`config.mk`:
```
export PLATFORM = sky130hd
export DESIGN_NAME = mem_arbiter
export DESIGN_NICKNAME = d
export VERILOG_FILES = /design/src/rtl/mem_arb_pkg.sv /design/src/rtl/mem_arb_rr.sv /design/src/rtl/mem_arbiter.sv
export SDC_FILE = /design/constraint.sdc
export NUM_CORES = 1
export LEC_CHECK = 0
export ABC_AREA = 1
export BUFFER_PORTS_ARGS = -buffer_cell sky130_fd_sc_hd__clkbuf_2
export CORE_AREA = 5 5 119 121
export DETAILED_ROUTE_END_ITERATION = 10
export DIE_AREA = 0 0 124 126
export GPL_ROUTABILITY_DRIVEN = 0
export PLACE_DENSITY = 0.66
export RECOVER_POWER = 25
export SLEW_MARGIN = 25
export SYNTH_ARGS = -nofsm -noshare
export SYNTH_HDL_FRONTEND = slang
export SYNTH_HIERARCHICAL = 1
export SYNTH_SLANG_ARGS = --single-unit
```
`constraint.sdc`:
```
create_clock -name clk -period 5.81 [get_ports clk]
set_input_delay 0.2905 -clock clk [delete_from_list [all_inputs] [get_ports clk]]
set_output_delay 0.2905 -clock clk [all_outputs]
set_load 0.03 [all_outputs]
```
`src/rtl/mem_arb_pkg.sv`:
```
`default_nettype none
// ============================================================================
// Module      : mem_arb_pkg
// Description : Shared types and constants for the unified-memory arbiter.
// Revision    : 1.0 - initial release
// ============================================================================
package mem_arb_pkg;

  typedef enum logic [1:0] {
    IDLE = 2'd0,
    WAIT = 2'd1,
    RESP = 2'd2
  } arb_state_e;

  localparam logic M_CPU = 1'b0;
  localparam logic M_LDR = 1'b1;

  localparam int STALL_CNT_W = 16;

  // Wide enough to hold MEM_LAT itself; never narrower than one bit.
  function automatic int lat_cnt_w(input int lat);
    return (lat < 2) ? 1 : $clog2(lat + 1);
  endfunction

endpackage
`default_nettype wire

```
`src/rtl/mem_arb_rr.sv`:
```
`default_nettype none
// ============================================================================
// Module      : mem_arb_rr
// Description : Combinational two-way round-robin picker.
// Revision    : 1.0 - initial release
// ============================================================================
module mem_arb_rr
  import mem_arb_pkg::*;
(
  input  logic [1:0] req_i,
  input  logic       last_gnt_i,
  output logic       winner_o,
  output logic       valid_o
);

  always_comb begin
    valid_o  = |req_i;
    winner_o = M_CPU;
    unique case (req_i)
      2'b01:   winner_o = M_CPU;
      2'b10:   winner_o = M_LDR;
      // On a tie the master that did not win last time gets the slot.
      2'b11:   winner_o = ~last_gnt_i;
      default: winner_o = M_CPU;
    endcase
  end

endmodule
`default_nettype wire

```
`src/rtl/mem_arbiter.sv`:
```
`default_nettype none
// ============================================================================
// Module      : mem_arbiter
// Description : Round-robin arbiter sharing a fixed-latency single-port
//               memory between the core (m0) and the loader/debug port (m1).
//               Define MEM_ARB_PERF_EN to add per-master stall counters.
// Revision    : 1.0 - initial release
// ============================================================================
module mem_arbiter
  import mem_arb_pkg::*;
#(
  parameter int ADDR_W  = 32,
  parameter int DATA_W  = 32,
  parameter int MEM_LAT = 1
) (
  input  logic                clk,
  input  logic                reset,
  input  logic                m0_req,
  input  logic                m0_we,
  input  logic [ADDR_W-1:0]   m0_addr,
  input  logic [DATA_W-1:0]   m0_wdata,
  input  logic [DATA_W/8-1:0] m0_be,
  output logic                m0_gnt,
  output logic                m0_rvalid,
  output logic [DATA_W-1:0]   m0_rdata,
  input  logic                m1_req,
  input  logic                m1_we,
  input  logic [ADDR_W-1:0]   m1_addr,
  input  logic [DATA_W-1:0]   m1_wdata,
  input  logic [DATA_W/8-1:0] m1_be,
  output logic                m1_gnt,
  output logic                m1_rvalid,
  output logic [DATA_W-1:0]   m1_rdata,
  output logic                mem_en,
  output logic                mem_we,
  output logic [ADDR_W-1:0]   mem_addr,
  output logic [DATA_W-1:0]   mem_wdata,
  output logic [DATA_W/8-1:0] mem_be,
  input  logic [DATA_W-1:0]   mem_rdata,
`ifdef MEM_ARB_PERF_EN
  output logic [STALL_CNT_W-1:0] stall_cnt_m0,
  output logic [STALL_CNT_W-1:0] stall_cnt_m1,
`endif
  output logic                busy
);

  localparam int CNT_W = lat_cnt_w(MEM_LAT);

  if (MEM_LAT < 1) begin : g_bad_lat
    $error("mem_arbiter: MEM_LAT must be at least 1");
  end

  arb_state_e         state_q;
  logic               owner_q;
  logic               last_gnt_q;
  logic               is_read_q;
  logic [CNT_W-1:0]   cnt_q;
  logic               m0_rvalid_q;
  logic               m1_rvalid_q;
  logic [DATA_W-1:0]  m0_rdata_q;
  logic [DATA_W-1:0]  m1_rdata_q;

  logic               w_winner;
  logic               w_valid;
  logic               w_issue;

  mem_arb_rr u_rr (
    .req_i      ({m1_req, m0_req}),
    .last_gnt_i (last_gnt_q),
    .winner_o   (w_winner),
    .valid_o    (w_valid)
  );

  // Reset gates the issue path so nothing leaks onto the memory bus while held.
  always_comb begin
    w_issue   = (state_q == IDLE) && !reset && w_valid;
    m0_gnt    = w_issue && (w_winner == M_CPU);
    m1_gnt    = w_issue && (w_winner == M_LDR);
    mem_en    = w_issue;
    mem_we    = 1'b0;
    mem_addr  = '0;
    mem_wdata = '0;
    mem_be    = '0;
    if (w_issue) begin
      if (w_winner == M_LDR) begin
        mem_we    = m1_we;
        mem_addr  = m1_addr;
        mem_wdata = m1_wdata;
        mem_be    = m1_be;
      end else begin
        mem_we    = m0_we;
        mem_addr  = m0_addr;
        mem_wdata = m0_wdata;
        mem_be    = m0_be;
      end
    end
  end

  always_ff @(posedge clk or posedge reset) begin
    if (reset) begin
      state_q     <= IDLE;
      owner_q     <= M_CPU;
      last_gnt_q  <= M_LDR;
      is_read_q   <= 1'b0;
      cnt_q       <= '0;
      m0_rvalid_q <= 1'b0;
      m1_rvalid_q <= 1'b0;
      m0_rdata_q  <= '0;
      m1_rdata_q  <= '0;
    end else begin
      m0_rvalid_q <= 1'b0;
      m1_rvalid_q <= 1'b0;
      unique case (state_q)
        IDLE: begin
          if (w_issue) begin
            state_q    <= WAIT;
            owner_q    <= w_winner;
            last_gnt_q <= w_winner;
            is_read_q  <= ~mem_we;
            cnt_q      <= CNT_W'(MEM_LAT);
          end
        end
        WAIT: begin
          cnt_q <= cnt_q - CNT_W'(1);
          if (cnt_q == CNT_W'(1)) begin
            if (is_read_q) begin
              if (owner_q == M_LDR) m1_rdata_q <= mem_rdata;
              else                  m0_rdata_q <= mem_rdata;
            end
            if (owner_q == M_LDR) m1_rvalid_q <= 1'b1;
            else                  m0_rvalid_q <= 1'b1;
            state_q <= RESP;
          end
        end
        RESP: begin
          state_q <= IDLE;
        end
        default: begin
          state_q <= IDLE;
        end
      endcase
    end
  end

  assign m0_rvalid = m0_rvalid_q;
  assign m1_rvalid = m1_rvalid_q;
  assign m0_rdata  = m0_rdata_q;
  assign m1_rdata  = m1_rdata_q;
  assign busy      = (state_q != IDLE);

`ifdef MEM_ARB_PERF_EN
  logic [STALL_CNT_W-1:0] stall_m0_q;
  logic [STALL_CNT_W-1:0] stall_m1_q;

  always_ff @(posedge clk or posedge reset) begin
    if (reset) begin
      stall_m0_q <= '0;
      stall_m1_q <= '0;
    end else begin
      if (m0_req && !m0_gnt && (stall_m0_q != '1)) stall_m0_q <= stall_m0_q + 1'b1;
      if (m1_req && !m1_gnt && (stall_m1_q != '1)) stall_m1_q <= stall_m1_q + 1'b1;
    end
  end

  assign stall_cnt_m0 = stall_m0_q;
  assign stall_cnt_m1 = stall_m1_q;
`endif

endmodule
`default_nettype wire

```
==> flow_metrics.tcl <==
set metrics [dict create \
    vias_per_cell 4.53 \
    cap_violations 0 \
    clock_latency_ps 330 \
    fin_area_sq_mm 0.00598 \
    synth-main-ff-cell "dfrtp_1" \
    slew_headroom_pct 30.4 \
    wl_mm 18.0 \
    ios 313 \
    p_per_area_mw_per_mm2 542 \
    yosys_warnings 6 \
    yosysTopAreaCell "dfrtp_1" \
    dr.pass1.iters 4 \
    synth.distinct_cells 20 \
    cp.arrival_ps 3260 \
    syn_inst 582 \
    synth.cell_area_sq_mm 0.00404 \
    finalMaxSlewViolations 0 \
    first_iter_violations 239 \
    cts_setup_buffers 0 \
    antenna_found_initial 3 \
    period_needed_ps 3550 \
    path_clk_slew_ps 60 \
    row_count 42 \
    die-area_sq_mm 0.0156 \
    ys_seq_elements 72 \
    p_leak_uw 0.00351 \
    grt.total_usage_pct 21.6 \
    clock_path_buffers 2 \
    start_util_pct 31.1 \
    drive_gt1_share_pct 38.8 \
    hp-class "in2reg" \
    slowest_delay_ps 910 \
    place_area_sq_mm 0.00565 \
    hold_viol 0 \
    rsz0062_at_grt "false" \
    grt_pass1_vias 4563 \
    nets 1046 \
    max_freq_mhz 282 \
    netlist_top_cells_area "dfrtp_1, nand2_1, a21oi_1, o21bai_1, inv_1" \
    core_area_sq_mm 0.0130 \
    cts_tree "built" \
    fin_crit_sh_pct 61.1 \
    root_buffer "clkbuf_16" \
    finalClockSkew_ps 8.83 \
    grt_first_pass_wirelength_mm 25.6 \
    irDropWorstVdd_mv 0.333 \
    grt-ovfl-total 0 \
    status "completed" \
    crit_path_start_kind "flop" \
    async_flop_share_pct 100 \
    wire_per_inst_um 17.1 \
    cp.required_ps 5520 \
    drc 0 \
    syn-num-nets 756 \
    clock_sinks 72 \
    syn_to_final_growth_pct 48.1 \
    syn_avg_cell_area_sq_um 6.94 \
    end_kind "primary output" \
    diodes 0 \
    holdBufCountCts 0 \
    portBuffers 312 \
    synth_common_cells "nand2_1, dfrtp_1, a21oi_1, inv_1, o21bai_1" \
    num_vias 4775 \
    finalSetupTns_ps 0 \
    ctsResizeCount 0 \
    tightestPinTransition_ps 1040 \
    cts_htree_levels 3 \
    yosysTopAreaCellShare_pct 44.0 \
    die_w_um 124 \
    ant_nets 0 \
    setup-violations-final 0 \
    cp_cell_sequence "a21oi_4, buf_4, clkinv_2, nand2_1, a21oi_1, clkbuf_2" \
    crit_fanout 73 \
    seq_area_frac_synth_pct 44.6 \
    critPathKind "reg2out" \
    synth-edff-count 0 \
    slowest_stage "clkinv_2" \
    yosysMostFrequentCell "nand2_1" \
    dp_hpwl_mm 13.9 \
    die_h_um 126 \
    grt_max_degree 74 \
    cts_buffers 9 \
]
per-stage QoR:
stage	utilization, %	hold WS, ps	cells	total power [uW]	worst slack (ps)
2_1_floorplan	-	407	582	2120	3700
3_3_place_gp	43.5	454	1035	2680	2610
3_5_place_dp	43.5	459	1035	2700	2630
4_1_cts	45.8	169	1051	3270	2270
5_1_grt	46.1	180	1053	3460	2070
6_report	46.1	172	1053	3240	2260
final timing paths:
path,from,to,slack [ps],depth (start not counted)
worst min register to register,m1_rdata[16],m1_rdata[16],470,2
min in group asynchronous,reset,m0_rvalid,820,4
max in group asynchronous,reset,m1_rdata[15],4190,5
worst max register to register,owner_q,m0_rdata[25],3750,5
worst min-delay path,mem_rdata[1],m0_rdata[1],170,3
worst max-delay path,last_gnt_q,mem_wdata[23],2260,6
cell usage in the layout, fill, tap and decap left out, drive strengths merged, types with 2 or more instances in the layout:
cell type	count
nand3	2
buf	3
nand2	310
a21oi	70
inv	45
o21bai	32
clkbuf	323
o21ai	2
dfrtp	71
clkinv	4
nor2	10
layout make-up:
class / count / area, sq um
flip-flops and latches: 72 / 1800
clock inverters: 6 / 65.1
inverters: 45 / 170
well taps: 176 / 220
repair buffers: 317 / 1620
clock buffers: 10 / 239
multi-input cells: 427 / 1870
fillers: 1377 / 7000
registers in the layout (all words and copies together), names as in the netlist:
name,cells
m0_rvalid,1
state_q,2
m1_rdata,32
m1_rvalid,1
is_read_q,1
cnt_q,1
owner_q,1
last_gnt_q,1
m0_rdata,32
report_power, final:
part / switching (uW) / internal [uW] / total (uW)
logic: 1300 / 474 / 1770
registers: 152 / 756 / 908
clock network: 219 / 346 / 565
worst max-delay path: cells and delay by family (launching register included):
family                 cells  cell delay [ps]
AOI/OAI and AO/OA          2              380
buffers and inverters      3             1740
DFF                        1              380
and+or+nand+nor            1              350
logic make-up (layout without fill, tap and decap cells):
family          Yosys count  after routing  synth area share, %
compound gates          104            104                 14.9
buf+inv                  83            378                 9.45
flops                    72             72                 44.6
simple gates            323            323                 31.1
routing by layer:
metal	GRT usage [%]	up-vias	wire [um]
met2	33.5	202	8110
met5	0	-	47
met1	26.8	2170	7110
met3	8.03	38	2030
li1	-	2359	-
met4	9.34	6	682
Note: power is estimated with default switching activity, not from simulation.
